$ cat config.mk
export PLATFORM = sky130hd
export DESIGN_NAME = rom_port_arbiter
export DESIGN_NICKNAME = d
export VERILOG_FILES = /design/src/rtl/rom_arb_pkg.sv /design/src/rtl/rom_arb_tag_pipe.sv /design/src/rtl/rom_port_arbiter.sv
export SDC_FILE = /design/constraint.sdc
export NUM_CORES = 1
export LEC_CHECK = 0
export ABC_CLOCK_PERIOD_IN_PS = 1300
export BUFFER_PORTS_ARGS = -buffer_cell sky130_fd_sc_hd__buf_4
export CAP_MARGIN = 20
export CORE_AREA = 2 2 65 67
export CTS_CLUSTER_DIAMETER = 60
export CTS_CLUSTER_SIZE = 28
export DETAILED_ROUTE_END_ITERATION = 8
export DIE_AREA = 0 0 67 69
export GPL_TIMING_DRIVEN = 0
export PLACE_DENSITY = 0.77
export SKIP_CTS_REPAIR_TIMING = 1
export SLEW_MARGIN = 5
export SYNTH_ARGS = -nofsm -noshare
export SYNTH_HDL_FRONTEND = slang
export SYNTH_SLANG_ARGS = --single-unit
$ cat constraint.sdc
create_clock -name clk -period 1.3 [get_ports clk]
set_clock_uncertainty 0.15 [all_clocks]
set_input_delay 0.195 -clock clk [delete_from_list [all_inputs] [get_ports clk]]
set_output_delay 0.195 -clock clk [all_outputs]
set_load 0.1 [all_outputs]
$ cat src/rtl/rom_arb_pkg.sv
// Shared constants for the graphics ROM port arbiter: default widths, requester IDs, tag width.
package rom_arb_pkg;

  localparam int unsigned DEF_NUM_REQ = 3;
  localparam int unsigned DEF_ADDR_W  = 12;
  localparam int unsigned DEF_DATA_W  = 8;

  localparam int unsigned REQ_MAP    = 0;
  localparam int unsigned REQ_TILE   = 1;
  localparam int unsigned REQ_SPRITE = 2;

  localparam int unsigned TAG_W = $clog2(DEF_NUM_REQ);

  // Keeps ID fields at least one bit wide when a single requester is configured.
  function automatic int unsigned id_width(input int unsigned n);
    return (n > 1) ? $clog2(n) : 1;
  endfunction

endpackage

$ cat src/rtl/rom_arb_tag_pipe.sv
// Delay line of {valid, requester id} tags that tracks reads in flight through the ROM.
module rom_arb_tag_pipe #(
  parameter int unsigned Depth = 1,
  parameter int unsigned IdW   = 2
) (
  input  logic           clk_i,
  input  logic           clear_ni,
  input  logic           valid_i,
  input  logic [IdW-1:0] id_i,
  output logic           valid_o,
  output logic [IdW-1:0] id_o,
  output logic           any_valid_o
);

  logic [Depth-1:0]          valid_q;
  logic [Depth-1:0][IdW-1:0] id_q;

  always_ff @(posedge clk_i) begin
    if (!clear_ni) begin
      valid_q <= '0;
      id_q    <= '0;
    end else begin
      valid_q[0] <= valid_i;
      id_q[0]    <= id_i;
      for (int unsigned i = 1; i < Depth; i++) begin
        valid_q[i] <= valid_q[i-1];
        id_q[i]    <= id_q[i-1];
      end
    end
  end

  assign valid_o     = valid_q[Depth-1];
  assign id_o        = id_q[Depth-1];
  assign any_valid_o = |valid_q;

endmodule

$ cat src/rtl/rom_port_arbiter.sv
// Shares one synchronous-read graphics ROM port between the map, tile and sprite drawers.
// Define ROM_ARB_ROUND_ROBIN_EN for round-robin arbitration; fixed priority (lowest index) otherwise.
module rom_port_arbiter
  import rom_arb_pkg::*;
#(
  parameter int unsigned NUM_REQ     = DEF_NUM_REQ,
  parameter int unsigned ADDR_W      = DEF_ADDR_W,
  parameter int unsigned DATA_W      = DEF_DATA_W,
  parameter int unsigned ROM_LATENCY = 1
) (
  input  logic                      clk,
  input  logic                      resetn,
  input  logic [NUM_REQ-1:0]        req,
  input  logic [NUM_REQ*ADDR_W-1:0] addr,
  output logic [NUM_REQ-1:0]        gnt,
  output logic [ADDR_W-1:0]         rom_address,
  input  logic [DATA_W-1:0]         rom_q,
  output logic [NUM_REQ-1:0]        rd_valid,
  output logic [DATA_W-1:0]         rd_data,
  output logic                      busy
);

  localparam int unsigned IdW = id_width(NUM_REQ);

  logic [NUM_REQ-1:0] req_rot;
  logic [IdW-1:0]     base;
  logic [IdW-1:0]     off;
  logic [IdW:0]       sum;
  logic [IdW-1:0]     winner;
  logic               any_req;
  logic               found;

  logic [ADDR_W-1:0]  addr_q;
  logic [NUM_REQ-1:0] rd_valid_q;
  logic [DATA_W-1:0]  rd_data_q;

  logic               tail_valid;
  logic [IdW-1:0]     tail_id;
  logic               tags_busy;

  // No grants while reset is sampled, so nothing enters the tag pipe then.
  assign any_req = resetn & (|req);

`ifdef ROM_ARB_ROUND_ROBIN_EN
  logic [IdW-1:0]       rr_ptr_q;
  logic [IdW-1:0]       rr_ptr_d;
  logic [2*NUM_REQ-1:0] req_dbl;

  // Rotate requests so the pointer position lands on bit 0.
  assign req_dbl = {req, req};
  assign req_rot = req_dbl[rr_ptr_q +: NUM_REQ];
  assign base    = rr_ptr_q;

  always_comb begin
    rr_ptr_d = rr_ptr_q;
    if (any_req) begin
      rr_ptr_d = (winner == IdW'(NUM_REQ - 1)) ? '0 : winner + 1'b1;
    end
  end

  always_ff @(posedge clk) begin
    if (!resetn) begin
      rr_ptr_q <= '0;
    end else begin
      rr_ptr_q <= rr_ptr_d;
    end
  end
`else
  assign req_rot = req;
  assign base    = '0;
`endif

  always_comb begin
    off   = '0;
    found = 1'b0;
    for (int unsigned i = 0; i < NUM_REQ; i++) begin
      if (!found && req_rot[i]) begin
        off   = IdW'(i);
        found = 1'b1;
      end
    end
  end

  // Undo the rotation: winner = (base + off) mod NUM_REQ.
  assign sum    = {1'b0, base} + {1'b0, off};
  assign winner = (sum >= (IdW+1)'(NUM_REQ)) ? IdW'(sum - (IdW+1)'(NUM_REQ)) : IdW'(sum);

  always_comb begin
    gnt         = '0;
    rom_address = addr_q;
    if (any_req) begin
      gnt         = NUM_REQ'(1) << winner;
      rom_address = addr[int'(winner)*ADDR_W +: ADDR_W];
    end
  end

  rom_arb_tag_pipe #(
    .Depth (ROM_LATENCY),
    .IdW   (IdW)
  ) u_tag_pipe (
    .clk_i       (clk),
    .clear_ni    (resetn),
    .valid_i     (any_req),
    .id_i        (winner),
    .valid_o     (tail_valid),
    .id_o        (tail_id),
    .any_valid_o (tags_busy)
  );

  always_ff @(posedge clk) begin
    if (!resetn) begin
      addr_q     <= '0;
      rd_valid_q <= '0;
      rd_data_q  <= '0;
    end else begin
      if (any_req) begin
        addr_q <= rom_address;
      end
      rd_valid_q <= tail_valid ? (NUM_REQ'(1) << tail_id) : '0;
      if (tail_valid) begin
        rd_data_q <= rom_q;
      end
    end
  end

  assign rd_valid = rd_valid_q;
  assign rd_data  = rd_data_q;
  assign busy     = (|req) | tags_busy;

endmodule
# After elaboration in Yosys (flattened, before gate mapping)
# Cells that the tools add are included.
# W data, S select, Z words.
dict set report totals {
  input_bits 49
  reg_bits 26
}
dict set report classes {
  multipliers 1
  shifts 3
  n_addsub 1
  n_bitwise 2
  magnitude_cmp 1
  mux 7
  n_reduce_logical 6
}
# operator n
set ops {}
lappend ops {{$shiftx A36 B7 Y12} 1}
lappend ops {{$mux W12} 1}
lappend ops {{$shl A1 B2 Y3 const A} 2}
lappend ops {{$mul A2 B2 Y4 const B} 1}
lappend ops {{$mux W2} 2}
lappend ops {{$mux W1} 3}
lappend ops {{$mux W3} 1}
lappend ops {{$reduce_or A3 Y1} 1}
lappend ops {{$ge A2 B2 Y1 const B} 1}
lappend ops {{$logic_and A1 B1 Y1} 2}
lappend ops {{$logic_not A1 Y1} 2}
lappend ops {{$reduce_and A2 Y1} 1}
lappend ops {{$sub A2 B2 Y2 const B} 1}
lappend ops {{$and A1 B1 Y1} 1}
lappend ops {{$or A1 B1 Y1} 1}

# Longest topological paths before layout
dict set report depth {
  ltp_word 12
  ltp_mapped 5
  mapped_depth_nobuf 3
}

# By module
# From an unflattened synthesis, not the netlist that was laid out.
dict set report unflattened {
  cells_unflattened 197
  hier_area_um2 1611.5
}
# mod area_per_inst_um2 cells_each n_inst seq_area_each_um2
set by_module_without_submodules {}
lappend by_module_without_submodules {rom_port_arbiter 1525.2 190 1 460.4}
lappend by_module_without_submodules {rom_arb_tag_pipe 86.3 7 1 60.1}

# Worst setup path before layout
# OpenSTA, ideal clock, no wires.
dict set report synth_timing {
  path_type {in2out}
  startpoint {input port resetn}
  endpoint {output port gnt[2]}
  path_buffers 2
  arrival_time_ns 3.545
  setup_slack_ns -2.590
  cell_stages 3
  path_cell_list {buf_2 -> clkbuf_1 -> nor4bb_1}
}
dict set report synth_via {
  elab_chain_cells 2
}
# element line_no
set synth_rtl {}
lappend synth_rtl {{start, declared} rom_port_arbiter.sv:12} ;# input logic resetn,
lappend synth_rtl {{$and A1 B1 Y1} rom_port_arbiter.sv:42} ;# assign any_req = resetn & (|req);
lappend synth_rtl {{$mux W3} rom_port_arbiter.sv:91} ;# if (any_req) begin
lappend synth_rtl {{end, declared} rom_port_arbiter.sv:15} ;# output logic [NUM_REQ-1:0] gnt,
# No other way between the ends.

# Worst setup path in the final report
dict set report layout_timing {
  startpoint {register u_tag_pipe.valid_q (netlist: u_tag_pipe.any_valid_o)}
  endpoint {output port busy}
}
dict set report layout_via {
  elab_chain_cells 1
}
# element line_no
set layout_rtl {}
lappend layout_rtl {{start, declared} rom_arb_tag_pipe.sv:15} ;# logic [Depth-1:0] valid_q;
lappend layout_rtl {{start signal, assigned by index} rom_arb_tag_pipe.sv:26} ;# valid_q[i] <= valid_q[i-1];
lappend layout_rtl {{$or A1 B1 Y1} rom_port_arbiter.sv:128} ;# assign busy = (|req) | tags_busy;
lappend layout_rtl {{end, declared} rom_port_arbiter.sv:20} ;# output logic busy
# No other way between the ends.

==> impl_results.md <==
* GR Overflow Total at 0
* GPL Wtd Cong at 0.752
* Worst-path clk slew at 0.11 ns
* Routed wire length at 6910 um
* LEAKAGE at 1.40 nW
* Worst vdd ir at 0.000701 V
* RSZ-0062 raised after global routing: true
* Die area at 4620 um^2
* ANT cells at 0
* Largest net degree at the start of global routing at 16
* CP Capture Type: output port
* GRT Util Overall at 0.212
* Dpl cells at 318
* CTS Buf Count at 3
* Residual DRC at 0
* Flop pwr share at 0.281
* Starting Density at 0.407
* Final Hold Viols at 0
* Worst Hold Depth at 3
* Hold Crit Class: in2reg
* Worst slew pin tran at 0.383 ns
* Sw Share at 0.393
* Setup CP Type: reg2out
* CTS tree: done
* Reg2reg start: u_tag_pipe.any_valid_o$_SDFF_PN0_
* # rows at 23
* DR WL/cell at 20.4 um
* R2r setup slk at 0.03 ns
* Detailed Routing Iterations Pass 1 at 4
* Synth cell types at 28
* Cell Pwr Density at 921 nW/um^2
* Seq/Total Area, Yosys at 0.327
* Worst Hold Endpoint: rd_data[6]$_SDFFE_PN0P_
* Final setup violation count at 16
* Failing checks: negative setup slack
* Mean area per synthesized cell at 8.22 um^2
* Worst Min Path Start: rom_q[6]
* Synth Register Bits at 26
* Clk_lat worst skew at 0.28 ns
* Max-slew violations at 0
* I/O pins at 76
* Required time of the critical path at 0.95 ns
* Gate Count Post-Synth at 194
* Post-route setup slack at -0.445 ns
* Via count at 1874
* Worst EP arrival at 1.40 ns
* Switching power total at 0.00125 W
* Fin crit share at 1.34
* DR iter-0 viols at 118
* First-pass GRT wire length at 7770 um
* Int Pwr at 0.00193 W
* Layout cells sized above 1 at 0.691
* Fmax at 573 MHz
* Most frequent cells in the layout: buf_4 (67), buf_12 (21), dfxtp_1 (18)
* FF-to-FF End: rd_data[1]$_SDFFE_PN0P_
* Logic pwr share at 0.496
* Final non-filler cell total at 338
* Worst slew margin at 0.744
* Clk root buf: clkbuf_8
* Most common cell after layout, fill and taps aside: buf_4
* Final HPWL DP at 3590 um
* Clk buf depth at 2
* Synth async-reset ratio at 0
* H-tree levels at 1
* Post-layout util at 0.882
* Routed Antenna Nets at 0
* Synthesis-to-finish area growth at 117%
* Die width at 67 um
* # fillers at 189
* Net count, final at 338
* Largest fanout on the critical path at 4
* Clock share of power at 0.223
* R2R cell count at 4
* Number of global-route vias before repair at 1711
* Post-DR vias/cell at 5.54
* Die Span Y at 69 um
* Initial antenna violation count at 0
* Yosys warns at 0
* Primary FF master, synth: dfxtp_1
* CORE AREA at 3910 um^2
* Clock Sinks at 26
* Max-cap violations at 0
* Syn nets at 243
* Number of synthesized flops with an enable pin at 0
* Port Buffers at 74
* Outcome: complete, but fails checks
* Post-Syn Area at 1590 um^2
* Startpoint types: register
* Final min period at 1.74 ns
worst max-delay path, stage by stage, from the launching register on:
cell,delay (ns)
dfxtp_1,0.32
buf_6,0.12
or4_4,0.49
buf_12,0.18
logic make-up after synthesis:
logic type	Yosys count	share of synthesized area
buf+inv	18	0.0573
flops	26	0.327
compound gates	49	0.214
simple gates	93	0.352
mux	8	0.0502
synth_stat cells (8+ instances only):
library cell,count,area [um^2]
a21oi_2,9,78.8
and2_1,12,75.1
buf_2,12,60.1
dfxtp_1,26,521
mux2i_1,8,80.1
nand2_1,25,93.8
nand2b_1,12,75.1
nor2b_1,9,56.3
o21ai_0,20,100
o311ai_0,10,87.6
or2_2,12,75.1
or3b_1,12,105
flip-flops by register name, indices dropped and copies added (netlist names):
signal	flops
addr_q	12
rd_data	8
u_tag_pipe.any_valid_o	1
u_tag_pipe.id_o	2
rd_valid	3
per-stage QoR:
stage	worst slack [ns]	area (um^2)	TNS [ns]	hold WS, ns	total power [W]
2_1_floorplan	-0.587	1980	-4.98	0.214	0.00179
3_3_place_gp	-0.704	2600	-10.61	0.277	0.00206
3_5_place_dp	-0.711	2600	-10.90	0.280	0.00207
4_1_cts	-0.709	2670	-8.29	0.0307	0.00276
5_1_grt	-0.450	3450	-5.34	0.0688	0.00325
6_report	-0.445	3450	-4.80	0.0416	0.00318
metal layers:
layer  share of wire  global-route usage  wire [um]
met1            0.39               0.261       2690
met2            0.54               0.382       3710
met3           0.063              0.0326        438
met4           0.012              0.0408         80
met5               0                   0          0
how the worst max path moves through the flow:
stage | startpoint | slack, ns | to | cells after the start
floorplan | req[2] | -0.59 | gnt[2] | 3
global placement | req[1] | -0.70 | rom_address[1] | 6
detailed placement | req[1] | -0.71 | rom_address[1] | 6
CTS | req[1] | -0.71 | rom_address[1] | 6
global route | u_tag_pipe.any_valid_o$_SDFF_PN0_ | -0.45 | busy | 3
finish | u_tag_pipe.any_valid_o$_SDFF_PN0_ | -0.44 | busy | 3
power groups by stage:
stage | sequential, W | clock, W | combinational, W
2_1_floorplan | 0.00102 | 0 | 0.000764
3_3_place_gp | 0.000894 | 0 | 0.00117
3_5_place_dp | 0.000896 | 0 | 0.00118
4_1_cts | 0.000878 | 0.000705 | 0.00118
5_1_grt | 0.000898 | 0.000727 | 0.00163
6_report | 0.000893 | 0.000709 | 0.00158
layout make-up:
type | count | area (um^2) | share of cell area
Buffer | 17 | 254 | 0.0736
Clock buffer | 3 | 41.3 | 0.0120
Clock inverter | 1 | 30.0 | 0.00870
Inverter | 1 | 3.75 | 0.00109
Multi-Input combinational cell | 150 | 1540 | 0.446
Sequential cell | 26 | 531 | 0.154
Tap cell | 50 | 62.6 | 0.0181
Timing Repair Buffer | 90 | 990 | 0.287
Note: power is estimated with default switching activity, not from simulation.
